<file path="src/rtl/rmii_rx_frame_controller.sv">
// RMII receive frame sequencer: gap-delimited framing, valid/ready byte output, length/status.
// Optional FCS residue check enabled by defining RMII_RX_FCS_CHECK_EN.
module rmii_rx_frame_controller #(
  parameter int GAP_TIMEOUT_100        = 8,
  parameter int GAP_TIMEOUT_10         = 80,
  parameter int MIN_FRAME_LENGTH       = 64,
  parameter int MAX_FRAME_LENGTH       = 1522,
  parameter int SPEED_CODE_100_MEGABIT = 1
) (
  input  logic        clock,
  input  logic        reset,
  input  logic [8:0]  byte_data,
  input  logic        byte_valid,
  input  logic [1:0]  speed_code,
  input  logic        enable,
  output logic [7:0]  master_data,
  output logic        master_valid,
  output logic        master_last,
  input  logic        master_ready,
  output logic [10:0] frame_length,
  output logic [3:0]  frame_status,
  output logic        frame_done
);

  localparam int GMAX = (GAP_TIMEOUT_10 > GAP_TIMEOUT_100) ?
                        GAP_TIMEOUT_10 : GAP_TIMEOUT_100;
  localparam int GW = $clog2(GMAX + 1);
  localparam logic [10:0] MIN_L = 11'(MIN_FRAME_LENGTH);
  localparam logic [10:0] MAX_L = 11'(MAX_FRAME_LENGTH);

  typedef enum logic [1:0] {
    S_IDLE,
    S_RECEIVE,
    S_DROP,
    S_FLUSH
  } state_t;

  state_t        state_q;
  logic [7:0]    hold_q;
  logic          hold_vld_q;
  logic [7:0]    out_data_q;
  logic          out_vld_q;
  logic          out_last_q;
  logic [10:0]   len_q;
  logic [GW-1:0] gap_q;
  logic [GW-1:0] tmo_q;
  logic          ovf_q;
  logic [10:0]   flen_q;
  logic [3:0]    fstat_q;
  logic          done_q;

  logic          out_free;
  logic          accept;
  logic          start;
  logic          take;
  logic          flag;
  logic [10:0]   len_d;
  logic [GW-1:0] gap_d;
  logic          gap_hit;
  logic [GW-1:0] tmo_d;
  logic          runt;
  logic          giant;
  logic          fcs_bad;

  assign flag     = byte_data[8];
  assign accept   = out_vld_q && master_ready;
  assign out_free = !out_vld_q || master_ready;
  assign start    = byte_valid && flag && enable;
  assign take     = byte_valid && !flag &&
                    (state_q == S_RECEIVE || state_q == S_DROP);
  assign len_d    = (len_q == 11'h7FF) ? len_q : len_q + 11'd1;
  assign gap_d    = gap_q + 1'b1;
  assign gap_hit  = (gap_d >= tmo_q);
  assign tmo_d    = (speed_code == 2'(SPEED_CODE_100_MEGABIT)) ?
                    GW'(GAP_TIMEOUT_100) : GW'(GAP_TIMEOUT_10);
  assign runt     = (len_q < MIN_L);
  assign giant    = (len_q > MAX_L);

`ifdef RMII_RX_FCS_CHECK_EN
  logic [31:0] crc_q;
  logic [31:0] crc_d;

  function automatic logic [31:0] crc_byte(input logic [31:0] c,
                                           input logic [7:0]  b);
    logic [31:0] r;
    r = c ^ {24'h0, b};
    for (int i = 0; i < 8; i++)
      r = r[0] ? ((r >> 1) ^ 32'hEDB88320) : (r >> 1);
    return r;
  endfunction

  function automatic logic [31:0] rev32(input logic [31:0] v);
    logic [31:0] r;
    for (int i = 0; i < 32; i++)
      r[i] = v[31-i];
    return r;
  endfunction

  // register holds the reflected CRC; residue is defined in normal bit order
  assign crc_d   = crc_byte((state_q == S_IDLE) ? 32'hFFFFFFFF : crc_q,
                            byte_data[7:0]);
  assign fcs_bad = (rev32(crc_q) != 32'hC704DD7B);

  always_ff @(posedge clock or posedge reset) begin
    if (reset)
      crc_q <= 32'hFFFFFFFF;
    else if ((state_q == S_IDLE && start) || take)
      crc_q <= crc_d;
  end
`else
  assign fcs_bad = 1'b0;
`endif

  always_ff @(posedge clock or posedge reset) begin
    if (reset) begin
      state_q    <= S_IDLE;
      hold_q     <= '0;
      hold_vld_q <= 1'b0;
      out_data_q <= '0;
      out_vld_q  <= 1'b0;
      out_last_q <= 1'b0;
      len_q      <= '0;
      gap_q      <= '0;
      tmo_q      <= '0;
      ovf_q      <= 1'b0;
      flen_q     <= '0;
      fstat_q    <= '0;
      done_q     <= 1'b0;
    end else begin
      done_q <= 1'b0;
      if (accept) begin
        out_vld_q  <= 1'b0;
        out_last_q <= 1'b0;
      end
      unique case (state_q)
        S_IDLE: begin
          if (start) begin
            hold_q     <= byte_data[7:0];
            hold_vld_q <= 1'b1;
            len_q      <= 11'd1;
            gap_q      <= '0;
            tmo_q      <= tmo_d;
            ovf_q      <= 1'b0;
            state_q    <= S_RECEIVE;
          end
        end
        S_RECEIVE: begin
          if (byte_valid) begin
            if (flag) begin
              state_q <= S_FLUSH;
            end else begin
              len_q <= len_d;
              gap_q <= '0;
              if (out_free) begin
                out_data_q <= hold_q;
                out_vld_q  <= 1'b1;
                out_last_q <= 1'b0;
                hold_q     <= byte_data[7:0];
              end else begin
                ovf_q   <= 1'b1;
                state_q <= S_DROP;
              end
            end
          end else if (gap_hit) begin
            state_q <= S_FLUSH;
          end else begin
            gap_q <= gap_d;
          end
        end
        S_DROP: begin
          if (byte_valid) begin
            if (flag) begin
              state_q <= S_FLUSH;
            end else begin
              len_q <= len_d;
              gap_q <= '0;
            end
          end else if (gap_hit) begin
            state_q <= S_FLUSH;
          end else begin
            gap_q <= gap_d;
          end
        end
        S_FLUSH: begin
          if (hold_vld_q) begin
            if (out_free) begin
              out_data_q <= hold_q;
              out_vld_q  <= 1'b1;
              out_last_q <= 1'b1;
              hold_vld_q <= 1'b0;
            end
          end else if (accept) begin
            done_q  <= 1'b1;
            flen_q  <= len_q;
            fstat_q <= {fcs_bad, ovf_q, giant, runt};
            state_q <= S_IDLE;
          end
        end
      endcase
    end
  end

  assign master_data  = out_data_q;
  assign master_valid = out_vld_q;
  assign master_last  = out_last_q;
  assign frame_length = flen_q;
  assign frame_status = fstat_q;
  assign frame_done   = done_q;

endmodule

</file>
<file path="config.mk">
export PLATFORM = sky130hd
export DESIGN_NAME = rmii_rx_frame_controller
export DESIGN_NICKNAME = d
export VERILOG_FILES = /design/src/rtl/rmii_rx_frame_controller.sv
export SDC_FILE = /design/constraint.sdc
export NUM_CORES = 1
export LEC_CHECK = 0
export BUFFER_PORTS_ARGS = -buffer_cell sky130_fd_sc_hd__buf_4
export CAP_MARGIN = 30
export CORE_UTILIZATION = 40
export DETAILED_ROUTE_END_ITERATION = 8
export GPL_ROUTABILITY_DRIVEN = 0
export PLACE_DENSITY = 0.7
export SLEW_MARGIN = 20
export SYNTH_ARGS = -nofsm -noshare
export SYNTH_HDL_FRONTEND = slang
export SYNTH_SLANG_ARGS = --single-unit
</file>
<file path="constraint.sdc">
create_clock -name clock -period 3.7 [get_ports clock]
set_input_delay 0.37 -clock clock [delete_from_list [all_inputs] [get_ports clock]]
set_output_delay 0.37 -clock clock [all_outputs]
set_load 0.05 [all_outputs]
</file>
== Word-level counts from Yosys, hierarchy flattened ==
Cells that the tools add are included.

* Div/mod/pow operators: 0
* Eq/ne operators: 20
* Multiplexer cells: 56
* Bitwise operators: 1
* $lt $le $gt $ge: 3
* Add/subtract/negate cells: 2
* Reduce and logical (&&, ||, !) cells: 20
* Shifts and indexed selects: 0
* Multipliers: 0

{| class="wikitable"
|+ Operator list
! operator !! number
|-
| $mux W8 || 8
|-
| $mux W11 || 4
|-
| $mux W7 || 5
|-
| $pmux W8 S2 || 2
|-
| $pmux W11 S2 || 1
|-
| $mux W1 || 21
|-
| $ne A2 B2 Y1 const B || 10
|-
| $reduce_and A5 Y1 || 4
|-
| $mux W2 || 9
|-
| $pmux W7 S2 || 1
|-
| $add A11 B1 Y11 const B || 1
|-
| $eq A11 B11 Y1 const B || 1
|-
| $gt A11 B11 Y1 const B || 1
|-
| $lt A11 B7 Y1 const B || 1
|-
| $ne A3 B3 Y1 const B || 3
|-
| $pmux W1 S2 || 4
|-
| $pmux W2 S4 || 1
|-
| $reduce_and A4 Y1 || 2
|-
| $reduce_bool A2 Y1 || 4
|-
| $add A7 B1 Y7 const B || 1
|-
| $ge A7 B7 Y1 || 1
|-
| $eq A2 B1 Y1 const B || 2
|-
| $eq A2 B2 Y1 const B || 2
|-
| $ne A4 B4 Y1 const B || 1
|-
| 9 further kinds || 12
|}

* Bits of input ports: 16
* Memory bits (read-only): 0
* Bits in writable memories: 0
* Register bits after elaboration: 62
* Latch bits: 0
* Word-level logic and storage cells: 115
* Memories: 0
* Output and inout bits: 26

== Depth between registers and ports, before layout ==
Gate-level depths: netlist of run 1.

* Depth in word-level cells: 6
* Gate-level depth with buffers: 9
* Mapped depth without buffers: 9

== Least setup slack after synthesis of run 1 ==
No wires, ideal clock.

* Kind: flip-flop to flip-flop
* From: reg gap_q[0]
* To: reg gap_q[2]
* Cell stages (with the launch flop): 10
* Period minus slack after synthesis: 2.327 ns
* Setup slack: 1.373 ns
* Data arrival time: 2.251 ns
* Library setup time: 0.076 ns
* Cell sequence: dfrtp_1 ha_1 nand3_1 xnor2_1 ha_1 and4_1 nor3_4 a31oi_4 or4b_1 o21ai_1

* Longest elaborated chain between the ends: 4

{| class="wikitable"
|+ Ends and longest elaborated chain
! element !! line !! text
|-
| from (decl) || 45 || <nowiki>logic [GW-1:0] gap_q;</nowiki>
|-
| from (signal assigned) || 167 || <nowiki>gap_q <= gap_d;</nowiki>
|-
| from (signal assigned) || 181 || <nowiki>gap_q <= gap_d;</nowiki>
|-
| $add A7 B1 Y7 (*) || 72 || <nowiki>assign gap_d = gap_q + 1'b1;</nowiki>
|-
| $ge A7 B7 Y1 or $mux W7 (tied branches) || 73, 164, 178 ||
|-
| $ne A3 B3 Y1 (no source line) or $mux W7 (tied branches) || -- ||
|-
| $reduce_and A4 Y1 (no source line) or $pmux W7 S2 (tied branches) || -- ||
|}

Mark *: on every way between the ends. The rest lies on a longest branch, timed or not. The select of a mux whose other input is x is not followed.
A chain may end at the register's enable or synchronous reset.

== Final worst setup path of run 1 ==
Ends and elaborated chain as after synthesis.

==> results.txt, run 1 <==
Avg WL per Cell: 13.0 um
Max cap viols: 0
Post-Route M1 WL: 2.66 mm
Clock Latency Late Sink: 340 ps
Final Max Slew Viols: 0
Power share of the clock group: 0.214
Core Box Area: 0.00691 sq mm
Met2 wire length: 2.40 mm
Post-synthesis simple-gate area fraction: 0.222
Register area share after synthesis: 0.491
Worst R2R Setup Slack: 1200 ps
Hold Buf Count CTS: 0
Final worst clock skew: 9.42 ps
H-Tree Level Count: 3
# clock sinks: 57
Syn_nets: 296
Via-to-Cell Ratio: 5.16
Xor/xnor cell area share of the yosys netlist: 0.0271
Asr flop ratio synth: 1.00
Clock buffer depth: 2
1st-iter DRT viols: 81
Vias in the first global route: 2078
DPL Wire Length: 3.82 mm
Boundary pin count: 42
Mux contribution to synthesized area: 0.0758
Seq cells post-synth: 57
Synth-to-layout area growth: 19.8%
Cell area after layout: 0.00348 sq mm
Lkg Pwr: 1.68 nW
Net switching power: 1.02 mW
Seq pwr share: 0.359
Max Used Layer: met4
Internal power: 1.59 mW
Mean Syn Cell Area: 10.8 sq um
Crit path kind: flip-flop to flip-flop
Top FF cell, synth: dfrtp_1
Combinational share of power: 0.427
Rows: 30
Final WL: 5.39 mm
Reg clk slew, reported paths: 70 ps
CP endpoint kind: flip-flop
Die Y: 87.2 um
Adder and majority gate portion of the synthesized area: 0.0431
DRC Markers: 0
Largest net degree at the start of global routing: 31
Total setup buffers inserted after CTS: 0
Met3 wire len: 207 um
CTS Buf Count: 9
Slew HR: 0.479
Sw Share: 0.392
Yosys warning count: 0
Synth area leaders: dfrtp_1 49%, nand2_1 6.6%, ha_1 4.3%
Total global routing overflow: 0
Synth Instances: 270
Routed vias: 2141
Status: finished, final reports clean
Complex-gate fraction of the synthesized area: 0.114
FF-to-FF Start: gap_q[0]$_DFFE_PP0P_
GRT Overall Usage: 0.163
Tmin final: 2500 ps
Antenna Cells: 0
Setup TNS Final: 0 ps
Die width: 87.2 um
FILL cells: 647
Fin crit share: 0.677
Final hold violation count: 0
Routed Antenna Nets: 0
CTS tree: built
Starting density of the core: 0.421
Post-synth top area share: 0.491
Largest family of logic cells by synthesized area: simple AND/OR/NAND/NOR gates
Area of the die: 0.00761 sq mm
CP Launch Point: gap_q[0]$_DFFE_PP0P_
Hold WC Path Type: input port to asynchronous set/reset pin
Final #Nets: 342
Setup Viol. Count Final: 0
Synth area leader: dfrtp_1
CP Launch Type: flip-flop
Synth top cells by count: 57 x dfrtp_1, 51 x nand2_1, 17 x nor2_1
RSZ-0062 raised after global routing: false
CP Data Required Time: 3970 ps
VDD IR max: 0.350 mV
Cell Pwr Density: 749 mW/mm^2
IO Port Bufs: 40
Placed cell area: 0.00330 sq mm
First-pass GRT wire length: 9.41 mm
Crit path DAT: 2770 ps
Synthesized area: 0.00291 sq mm
Worst slew pin tran: 777 ps
Count of cell types in the netlist: 62
Fmax: 399 MHz
Drt pass-1 iters: 4
Count leader, synth: dfrtp_1
Clk root buf: clkbuf_8
Worst Path Max Fanout: 6
Share of cells above drive strength 1: 0.257
Antenna violations before repair: 0
Number of synthesized flops with an enable pin: 0
CTS resizes: 0
[critical path, cell delays in order (launching register included)]
cell	delay [ps]
dfrtp_1	410
ha_1	220
nand3_1	130
xnor2_1	220
ha_1	280
and4_1	230
nor3_4	210
a31oi_4	150
or4b_1	510
o21ai_1	80
[cells in the final DEF, fill, tap and decap left out, types with 2 or more instances in the layout]
cell type / netlist / routed
mux2_2: 2 / 2
nor3b_1: 2 / 2
o21ai_2: 2 / 2
and4_1: 2 / 2
nand2b_1: 3 / 3
a21oi_1: 7 / 7
a21o_1: 4 / 4
o21ai_1: 3 / 3
xor2_1: 3 / 3
ha_1: 10 / 10
nor2b_1: 2 / 2
a22o_1: 2 / 2
o21ai_0: 8 / 8
clkbuf_8: 0 / 10
nand3_1: 10 / 10
a211oi_1: 2 / 2
nor4b_2: 2 / 2
buf_4: 3 / 41
mux2_1: 6 / 6
dfrtp_1: 57 / 57
inv_1: 11 / 10
a32o_1: 3 / 3
nand2_1: 51 / 51
nor3_1: 5 / 5
nor2_1: 17 / 17
clkinv_2: 0 / 3
or4_1: 2 / 2
mux2_4: 8 / 8
xnor2_1: 6 / 6
nand4_1: 2 / 2
[stage by stage]
stage	cells	total power [mW]	hold WS, ps	utilization	setup slack (ps)
2_1_floorplan	270	1.80	440	-	1370
3_3_place_gp	401	2.04	460	0.478	1280
3_5_place_dp	401	2.06	468	0.478	1200
4_1_cts	415	2.63	106	0.504	1200
5_1_grt	415	2.77	132	0.504	1040
6_report	415	2.61	90.2	0.504	1200
[power by group through the flow]
| stage | Clock [mW] | Sequential [mW] | Combinational (mW) |
|---|---|---|---|
| floorplan | 0 | 1.15 | 0.647 |
| global placement | 0 | 0.937 | 1.10 |
| detailed placement | 0 | 0.945 | 1.12 |
| CTS | 0.573 | 0.936 | 1.12 |
| global route | 0.603 | 0.959 | 1.21 |
| finish | 0.558 | 0.935 | 1.11 |
[sequential cells by signal, summed over array words and instances, names as in the netlist, 2 cells and up]
name / count
frame_length: 11
len_q: 11
hold_q: 8
master_data: 8
gap_q: 7
frame_status: 3
state_q: 2
tmo_q: 2
[layer usage]
| layer | track usage | vias up |
|---|---|---|
| met5 | 0 | - |
| met4 | 0.0849 | 0 |
| met3 | 0.0398 | 12 |
| met2 | 0.253 | 43 |
| met1 | 0.212 | 1045 |
| li1 | - | 1041 |
[worst paths after layout]
path	end	cells past startpoint
min	len_q[10]$_DFFE_PP0P_	2
max in group asynchronous	gap_q[5]$_DFFE_PP0P_	3
min in group clock	hold_q[6]$_DFFE_PP0P_	2
max reg2reg	gap_q[2]$_DFFE_PP0P_	9
max	gap_q[2]$_DFFE_PP0P_	9
min reg2reg	frame_length[8]$_DFFE_PP0P_	2
[logic make-up after synthesis]
logic type | after synthesis
buffers and inverters | 17
multiplexers | 17
other | 1
adder cells (fa/ha/maj) | 10
AND/OR/NAND/NOR | 116
XOR/XNOR | 9
flip-flops | 57
AO/OA/AOI/OAI | 43
[final cells by class]
cell class | instances | area, sq um | share of cell area
clock buffers | 10 | 138 | 0.0395
clock inverters | 4 | 45.0 | 0.0129
inverters | 11 | 41.3 | 0.0119
multi-input cells | 196 | 1400 | 0.403
flip-flops and latches | 57 | 1430 | 0.410
well taps | 96 | 120 | 0.0345
repair buffers | 41 | 308 | 0.0884
No activity file was read; power rests on OpenSTA's default activity.
==> inputs of run 2 (changes only) <==
--- a/config.mk
+++ b/config.mk
@@ -10,7 +10,7 @@
 export CORE_UTILIZATION = 40
 export DETAILED_ROUTE_END_ITERATION = 8
 export GPL_ROUTABILITY_DRIVEN = 0
-export PLACE_DENSITY = 0.7
+export PLACE_DENSITY = 0.72
 export SLEW_MARGIN = 20
 export SYNTH_ARGS = -nofsm -noshare
 export SYNTH_HDL_FRONTEND = slang
==> constraint.sdc (replaced) <==
create_clock -name clock -period 2.3 [get_ports clock]
set_input_delay 0.23 -clock clock [delete_from_list [all_inputs] [get_ports clock]]
set_output_delay 0.23 -clock clock [all_outputs]
set_load 0.05 [all_outputs]
==> run 2 against run 1 <==
Against the previous run: the flow now finishes with violations (negative setup slack); global-route usage increased by 1.1 points; setup slack got worse by 1200 ps; cell count increased by 3.6%; cell area increased by 5.6%; hold slack improved by 16 ps; largest power group unchanged.
==> results.txt, run 2 (synthesized netlist as in run 1, its figures left out) <==
R2R depth: 9 (unchanged)
Synth-to-layout area growth: 26.6% (was 19.8%)
IO Port Bufs: 40 (unchanged)
Antenna Cells: 0 (unchanged)
Final worst clock skew: 6.62 ps (was 9.42 ps)
Setup TNS Final: -14.9 ps (was 0 ps)
Starting density of the core: 0.421 (unchanged)
Seq pwr share: 0.333 (was 0.359)
Vias in the first global route: 2211 (was 2078)
Final hold violation count: 0 (unchanged)
Clk root buf: clkbuf_8 (unchanged)
Commonest non-fill, non-tap cell in the layout: dfrtp_1 (unchanged)
Status: finished with violations (was finished, final reports clean)
First-pass GRT wire length: 10.2 mm (was 9.41 mm)
Cell Pwr Density: 1230 mW/mm^2 (was 749 mW/mm^2)
DPL Wire Length: 4.09 mm (was 3.82 mm)
Final Max Slew Viols: 0 (unchanged)
Clock Latency Late Sink: 330 ps (was 340 ps)
Boundary pin count: 42 (unchanged)
Final WL: 5.81 mm (was 5.39 mm)
Post-route core utilization: 0.532 (was 0.504)
1st-iter DRT viols: 68 (was 81)
CP endpoint kind: flip-flop (unchanged)
Worst setup margin: -14.9 ps (was 1200 ps)
Reg2reg end: gap_q[2]$_DFFE_PP0P_ (unchanged)
# clock sinks: 57 (unchanged)
Worst Min Path Start: byte_data[5]
Die width: 87.2 um (unchanged)
Setup Viol. Count Final: 1 (was 0)
Antenna violations before repair: 0 (unchanged)
Largest net degree at the start of global routing: 29 (was 31)
Placed cell count: 412 (was 401)
CP Data Required Time: 2570 ps (was 3970 ps)
Failing checks: negative setup slack
Clock buffer depth: 2 (unchanged)
Combinational share of power: 0.425 (was 0.427)
Final #Nets: 355 (was 342)
Post-route insts no fill: 430 (was 415)
Hold WC Path Type: input port to flip-flop (was input port to asynchronous set/reset pin)
Hold Path Depth: 2
Avg WL per Cell: 13.5 um (was 13.0 um)
Worst hold slack: 106 ps (was 90.2 ps)
Share of cells above drive strength 1: 0.317 (was 0.257)
Area of the die: 0.00761 sq mm (unchanged)
Total global routing overflow: 0 (unchanged)
VDD IR max: 0.500 mV (was 0.350 mV)
DRC Markers: 0 (unchanged)
Crit path kind: flip-flop to flip-flop (unchanged)
Tot Pwr: 4.51 mW (was 2.61 mW)
CTS tree: built (unchanged)
Power share of the clock group: 0.242 (was 0.214)
GRT Overall Usage: 0.175 (was 0.163)
Crit path DAT: 2580 ps (was 2770 ps)
H-Tree Level Count: 3 (unchanged)
Routed vias: 2190 (was 2141)
Fmax: 432 MHz (was 399 MHz)
RSZ-0062 raised after global routing: true (was false)
CP Launch Type: flip-flop (unchanged)
FF-to-FF Start: gap_q[0]$_DFFE_PP0P_ (unchanged)
Most frequent cells in the layout: 57 x dfrtp_1, 53 x buf_4, 51 x nand2_1, 17 x nor2_1, 11 x clkbuf_8 (was 57 x dfrtp_1, 51 x nand2_1, 41 x buf_4, 17 x nor2_1)
Drt pass-1 iters: 4 (unchanged)
Hold Crit Endpoint: hold_q[5]$_DFFE_PP0P_
Lkg Pwr: 1.78 nW (was 1.68 nW)
Die Y: 87.2 um (unchanged)
Worst Path Max Fanout: 4 (was 6)
Reg clk slew, reported paths: 70 ps (about the same)
Routed Antenna Nets: 0 (unchanged)
Internal power: 2.78 mW (was 1.59 mW)
Core Box Area: 0.00691 sq mm (unchanged)
Max cap viols: 0 (unchanged)
Worst R2R Setup Slack: -10 ps (was 1200 ps)
Tmin final: 2310 ps (was 2500 ps)
Sw Share: 0.384 (was 0.392)
Via-to-Cell Ratio: 5.09 (was 5.16)
Fin crit share: 1.01 (was 0.677)
Rows: 30 (unchanged)
Net switching power: 1.73 mW (was 1.02 mW)
CTS Buf Count: 9 (unchanged)
==> run 2: repair_timing <==
item | in CTS | in global routing
hold endpoints to repair | 11 | 0
pin swaps | 5 | 8
gates resized for setup | 2 | 5
setup endpoints to repair | 8 | 9
buffers inserted | 1 | 0
hold buffers | 1 | 0
==> run 2: routing by layer <==
layer	GRT usage	part of all wire
met4	0.0641	0.016
met1	0.227	0.46
met2	0.278	0.48
met5	0	0
met3	0.0512	0.038
==> run 2: final cells by class <==
type | count | area, sq um
fillers | 632 | 3230
multi-input cells | 196 | 1450
flip-flops and latches | 57 | 1430
repair buffers | 54 | 408
clock buffers | 11 | 151
well taps | 96 | 120
clock inverters | 5 | 77.6
inverters | 11 | 41.3
==> run 2: metrics by stage <==
stage / instance area, sq um / setup slack [ps]
after floorplan: 2920 / 2.39
after global placement: 3400 / 10.5
after detailed placement: 3400 / -69.9
after CTS: 3650 / 6.88
after global routing: 3680 / -129
final: 3680 / -14.9
==> run 2: worst max path at each step <==
stage | from | to | slack (ps) | cells after the start
floorplan | gap_q[0]$_DFFE_PP0P_ | gap_q[2]$_DFFE_PP0P_ | 2 | 9
global placement | gap_q[1]$_DFFE_PP0P_ | gap_q[2]$_DFFE_PP0P_ | 10 | 9
detailed placement | gap_q[0]$_DFFE_PP0P_ | gap_q[2]$_DFFE_PP0P_ | -70 | 9
CTS | gap_q[0]$_DFFE_PP0P_ | gap_q[2]$_DFFE_PP0P_ | 7 | 9
global route | gap_q[1]$_DFFE_PP0P_ | gap_q[2]$_DFFE_PP0P_ | -130 | 9
finish | gap_q[0]$_DFFE_PP0P_ | gap_q[2]$_DFFE_PP0P_ | -10 | 9
==> run 2: worst max-delay path: stages (launching register included) <==
cell,delay (ps)
dfrtp_1,390
buf_4,150
nand3_1,110
xor2_2,200
ha_1,260
and4_4,200
nor3_4,220
a31oi_4,140
or4b_1,500
o21ai_2,70
==> run 2: power by group through the flow <==
stage	clock network [mW]	registers, mW	logic, mW
after floorplan	0	1.86	1.04
final	1.09	1.50	1.92
after global routing	1.15	1.55	2.07
after global placement	0	1.50	1.85
after detailed placement	0	1.51	1.90
after CTS	1.10	1.50	1.91
==> inputs of run 3 (changes only) <==
==> constraint.sdc (replaced) <==
create_clock -name clock -period 2 [get_ports clock]
set_input_delay 0.4 -clock clock [delete_from_list [all_inputs] [get_ports clock]]
set_output_delay 0.4 -clock clock [all_outputs]
set_load 0.05 [all_outputs]
==> run 3 against run 2 <==
Against the previous run: the flow still finishes with violations (negative setup slack); sequential power up 16%; via count up 3.6%; die area unchanged; clock skew up 1.6 ps; wire length up 6.4%; first-iteration DRC count up 110%; total power up 19%; cell area up 5.3%; register-to-register slack worse by 340 ps; non-clock buffer count up 16; largest cell class unchanged.
==> results.txt, run 3 (synthesized netlist as in run 1, its figures left out) <==
Status: finished with violations (unchanged)
Failing checks: negative setup slack (unchanged)
R2R depth: 9 (unchanged)
Setup TNS Final: -2360 ps (was -14.9 ps)
Slowest CP cell: or4b_4 (was or4b_1)
Drt pass-1 iters: 4 (unchanged)
Fmax: 425 MHz (was 432 MHz)
Max cap viols: 0 (unchanged)
Final WL: 6.18 mm (was 5.81 mm)
Area of the die: 0.00761 sq mm (unchanged)
Commonest non-fill, non-tap cell in the layout: buf_4 (was dfrtp_1)
Internal power: 3.30 mW (was 2.78 mW)
Reg clk slew, reported paths: 70 ps (about the same)
Tmin final: 2350 ps (was 2310 ps)
WP depth: 9 (unchanged)
Share of cells above drive strength 1: 0.376 (was 0.317)
Net switching power: 2.08 mW (was 1.73 mW)
Final Max Slew Viols: 0 (unchanged)
CP endpoint kind: flip-flop (unchanged)
Routed vias: 2269 (was 2190)
GRT Overall Usage: 0.172 (was 0.175)
Clk root buf: clkbuf_8 (unchanged)
Crit path DAT: 2600 ps (was 2580 ps)
Crit path kind: flip-flop to flip-flop (unchanged)
Setup Viol. Count Final: 9 (was 1)
Antenna Cells: 0 (unchanged)
Fin crit share: 1.18 (was 1.01)
Total global routing overflow: 0 (unchanged)
Cell Pwr Density: 1390 mW/mm^2 (was 1230 mW/mm^2)
Reg2reg end: gap_q[2]$_DFFE_PP0P_ (unchanged)
Worst hold slack: 126 ps (was 106 ps)
Final hold violation count: 0 (unchanged)
Routed Antenna Nets: 0 (unchanged)
Hold Buf Count CTS: 0 (was 1)
Synth-to-layout area growth: 33.3% (was 26.6%)
CTS tree: built (unchanged)
Clock Latency Late Sink: 330 ps (about the same)
Worst R2R Setup Slack: -350 ps (was -10 ps)
Boundary pin count: 42 (unchanged)
Final #Nets: 372 (was 355)
CTS Buf Count: 9 (unchanged)
IO Port Bufs: 40 (unchanged)
FF-to-FF Start: gap_q[0]$_DFFE_PP0P_ (unchanged)
Final worst clock skew: 8.27 ps (was 6.62 ps)
Most frequent cells in the layout: 67 x buf_4, 56 x dfrtp_1, 50 x nand2_1, 17 x nor2_1 (was 57 x dfrtp_1, 53 x buf_4, 51 x nand2_1, 17 x nor2_1, 11 x clkbuf_8)
CP peak stage delay: 510 ps (was 500 ps)
CP Launch Type: flip-flop (unchanged)
Sw Share: 0.387 (was 0.384)
H-Tree Level Count: 3 (unchanged)
Antenna violations before repair: 0 (unchanged)
Seq pwr share: 0.324 (was 0.333)
Worst setup margin: -351 ps (was -14.9 ps)
VDD IR max: 0.515 mV (was 0.500 mV)
Core Box Area: 0.00691 sq mm (unchanged)
RSZ-0062 raised after global routing: true (unchanged)
First-pass GRT wire length: 9.94 mm (was 10.2 mm)
DRC Markers: 0 (unchanged)
Avg WL per Cell: 13.8 um (was 13.5 um)
Vias in the first global route: 2259 (was 2211)
Largest net degree at the start of global routing: 58 (was 29)
Lkg Pwr: 1.85 nW (was 1.78 nW)
Rows: 30 (unchanged)
Via-to-Cell Ratio: 5.08 (was 5.09)
WP buf/inv: 1 (unchanged)
Power share of the clock group: 0.197 (was 0.242)
Combinational share of power: 0.479 (was 0.425)
DPL Wire Length: 4.17 mm (was 4.09 mm)
Die width: 87.2 um (unchanged)
Die Y: 87.2 um (unchanged)
1st-iter DRT viols: 143 (was 68)
Worst Path Max Fanout: 4 (unchanged)
Clock buffer depth: 2 (unchanged)
# clock sinks: 57 (unchanged)
CP Data Required Time: 2250 ps (was 2570 ps)
CP cell instances: buf_6 -> nand3_1 -> xor2_2 -> ha_1 -> and4_4 -> nor3_4 -> a31oi_4 -> or4b_4 -> o21ai_2 (was buf_4 -> nand3_1 -> xor2_2 -> ha_1 -> and4_4 -> nor3_4 -> a31oi_4 -> or4b_1 -> o21ai_2)
Top delay family on crit path: simple AND/OR/NAND/NOR gates (unchanged)
Starting density of the core: 0.421 (unchanged)
Hold WC Path Type: input port to asynchronous set/reset pin (was input port to flip-flop)
-- run 3: cell count changes in the layout (fill, tap and decap cells not counted), sizes merged --
| cell | before | now |
|---|---|---|
| clkinvlp | 1 | 2 |
| o21ai | 13 | 14 |
| dlygate4sd3 | 1 | 0 |
| bufinv | 2 | 1 |
| buf | 53 | 70 |
-- run 3: worst reg2reg max path, stage by stage (launching register included) --
cell	delay, ps
dfrtp_1	410
buf_6	140
nand3_1	120
xor2_2	180
ha_1	280
and4_4	200
nor3_4	220
a31oi_4	140
or4b_4	510
o21ai_2	70
-- run 3: per-layer routing --
metal | vias up | routed length [um] | share of wire | global-route usage
li1 | 1111 | - | - | -
met1 | 1102 | 2630 | 0.43 | 0.200
met2 | 45 | 3190 | 0.52 | 0.288
met3 | 11 | 250 | 0.040 | 0.0626
met4 | 0 | 113 | 0.018 | 0.0730
met5 | - | 0 | 0 | 0
-- run 3: how the worst max path moves through the flow --
stage | from | end
after detailed placement | gap_q[0]$_DFFE_PP0P_ | gap_q[4]$_DFFE_PP0P_
after global routing | gap_q[0]$_DFFE_PP0P_ | gap_q[2]$_DFFE_PP0P_
after CTS | gap_q[0]$_DFFE_PP0P_ | gap_q[2]$_DFFE_PP0P_
final | gap_q[0]$_DFFE_PP0P_ | gap_q[2]$_DFFE_PP0P_
after global placement | gap_q[1]$_DFFE_PP0P_ | gap_q[2]$_DFFE_PP0P_
after floorplan | gap_q[0]$_DFFE_PP0P_ | gap_q[2]$_DFFE_PP0P_
-- run 3: power groups by stage --
stage | Combinational [mW] | Clock [mW] | Sequential, mW
2_1_floorplan | 1.20 | 0 | 2.14
3_3_place_gp | 2.33 | 0 | 1.72
3_5_place_dp | 2.40 | 0 | 1.73
4_1_cts | 2.44 | 1.09 | 1.72
5_1_grt | 2.76 | 1.15 | 1.78
6_report | 2.58 | 1.06 | 1.74
-- run 3: area by class of cell --
cell class                      instances  area (sq um)
Inverter                               11          41.3
Multi-Input combinational cell        197          1530
Clock inverter                          5          55.1
Fill cell                             620          3030
Timing Repair Buffer                   70           554
Tap cell                               96           120
Clock buffer                           11           141
Sequential cell                        57          1430
-- run 3: timing repair --
item                                    CTS  global route
cloned                                    0             1
setup buffers                             0             2
endpoints found under the setup margin   11            21
pin swaps                                 6             8
gates resized for setup                   7            16
-- run 3: through the flow --
step	cells	util	power, mW	area (sq um)	setup slack [ps]
6_report	447	0.561	5.38	3870	-351
5_1_grt	447	0.561	5.69	3870	-437
4_1_cts	444	0.546	5.25	3770	-351
3_5_place_dp	428	0.513	4.13	3540	-367
3_3_place_gp	428	0.513	4.04	3540	-255
2_1_floorplan	270	-	3.34	2920	-297
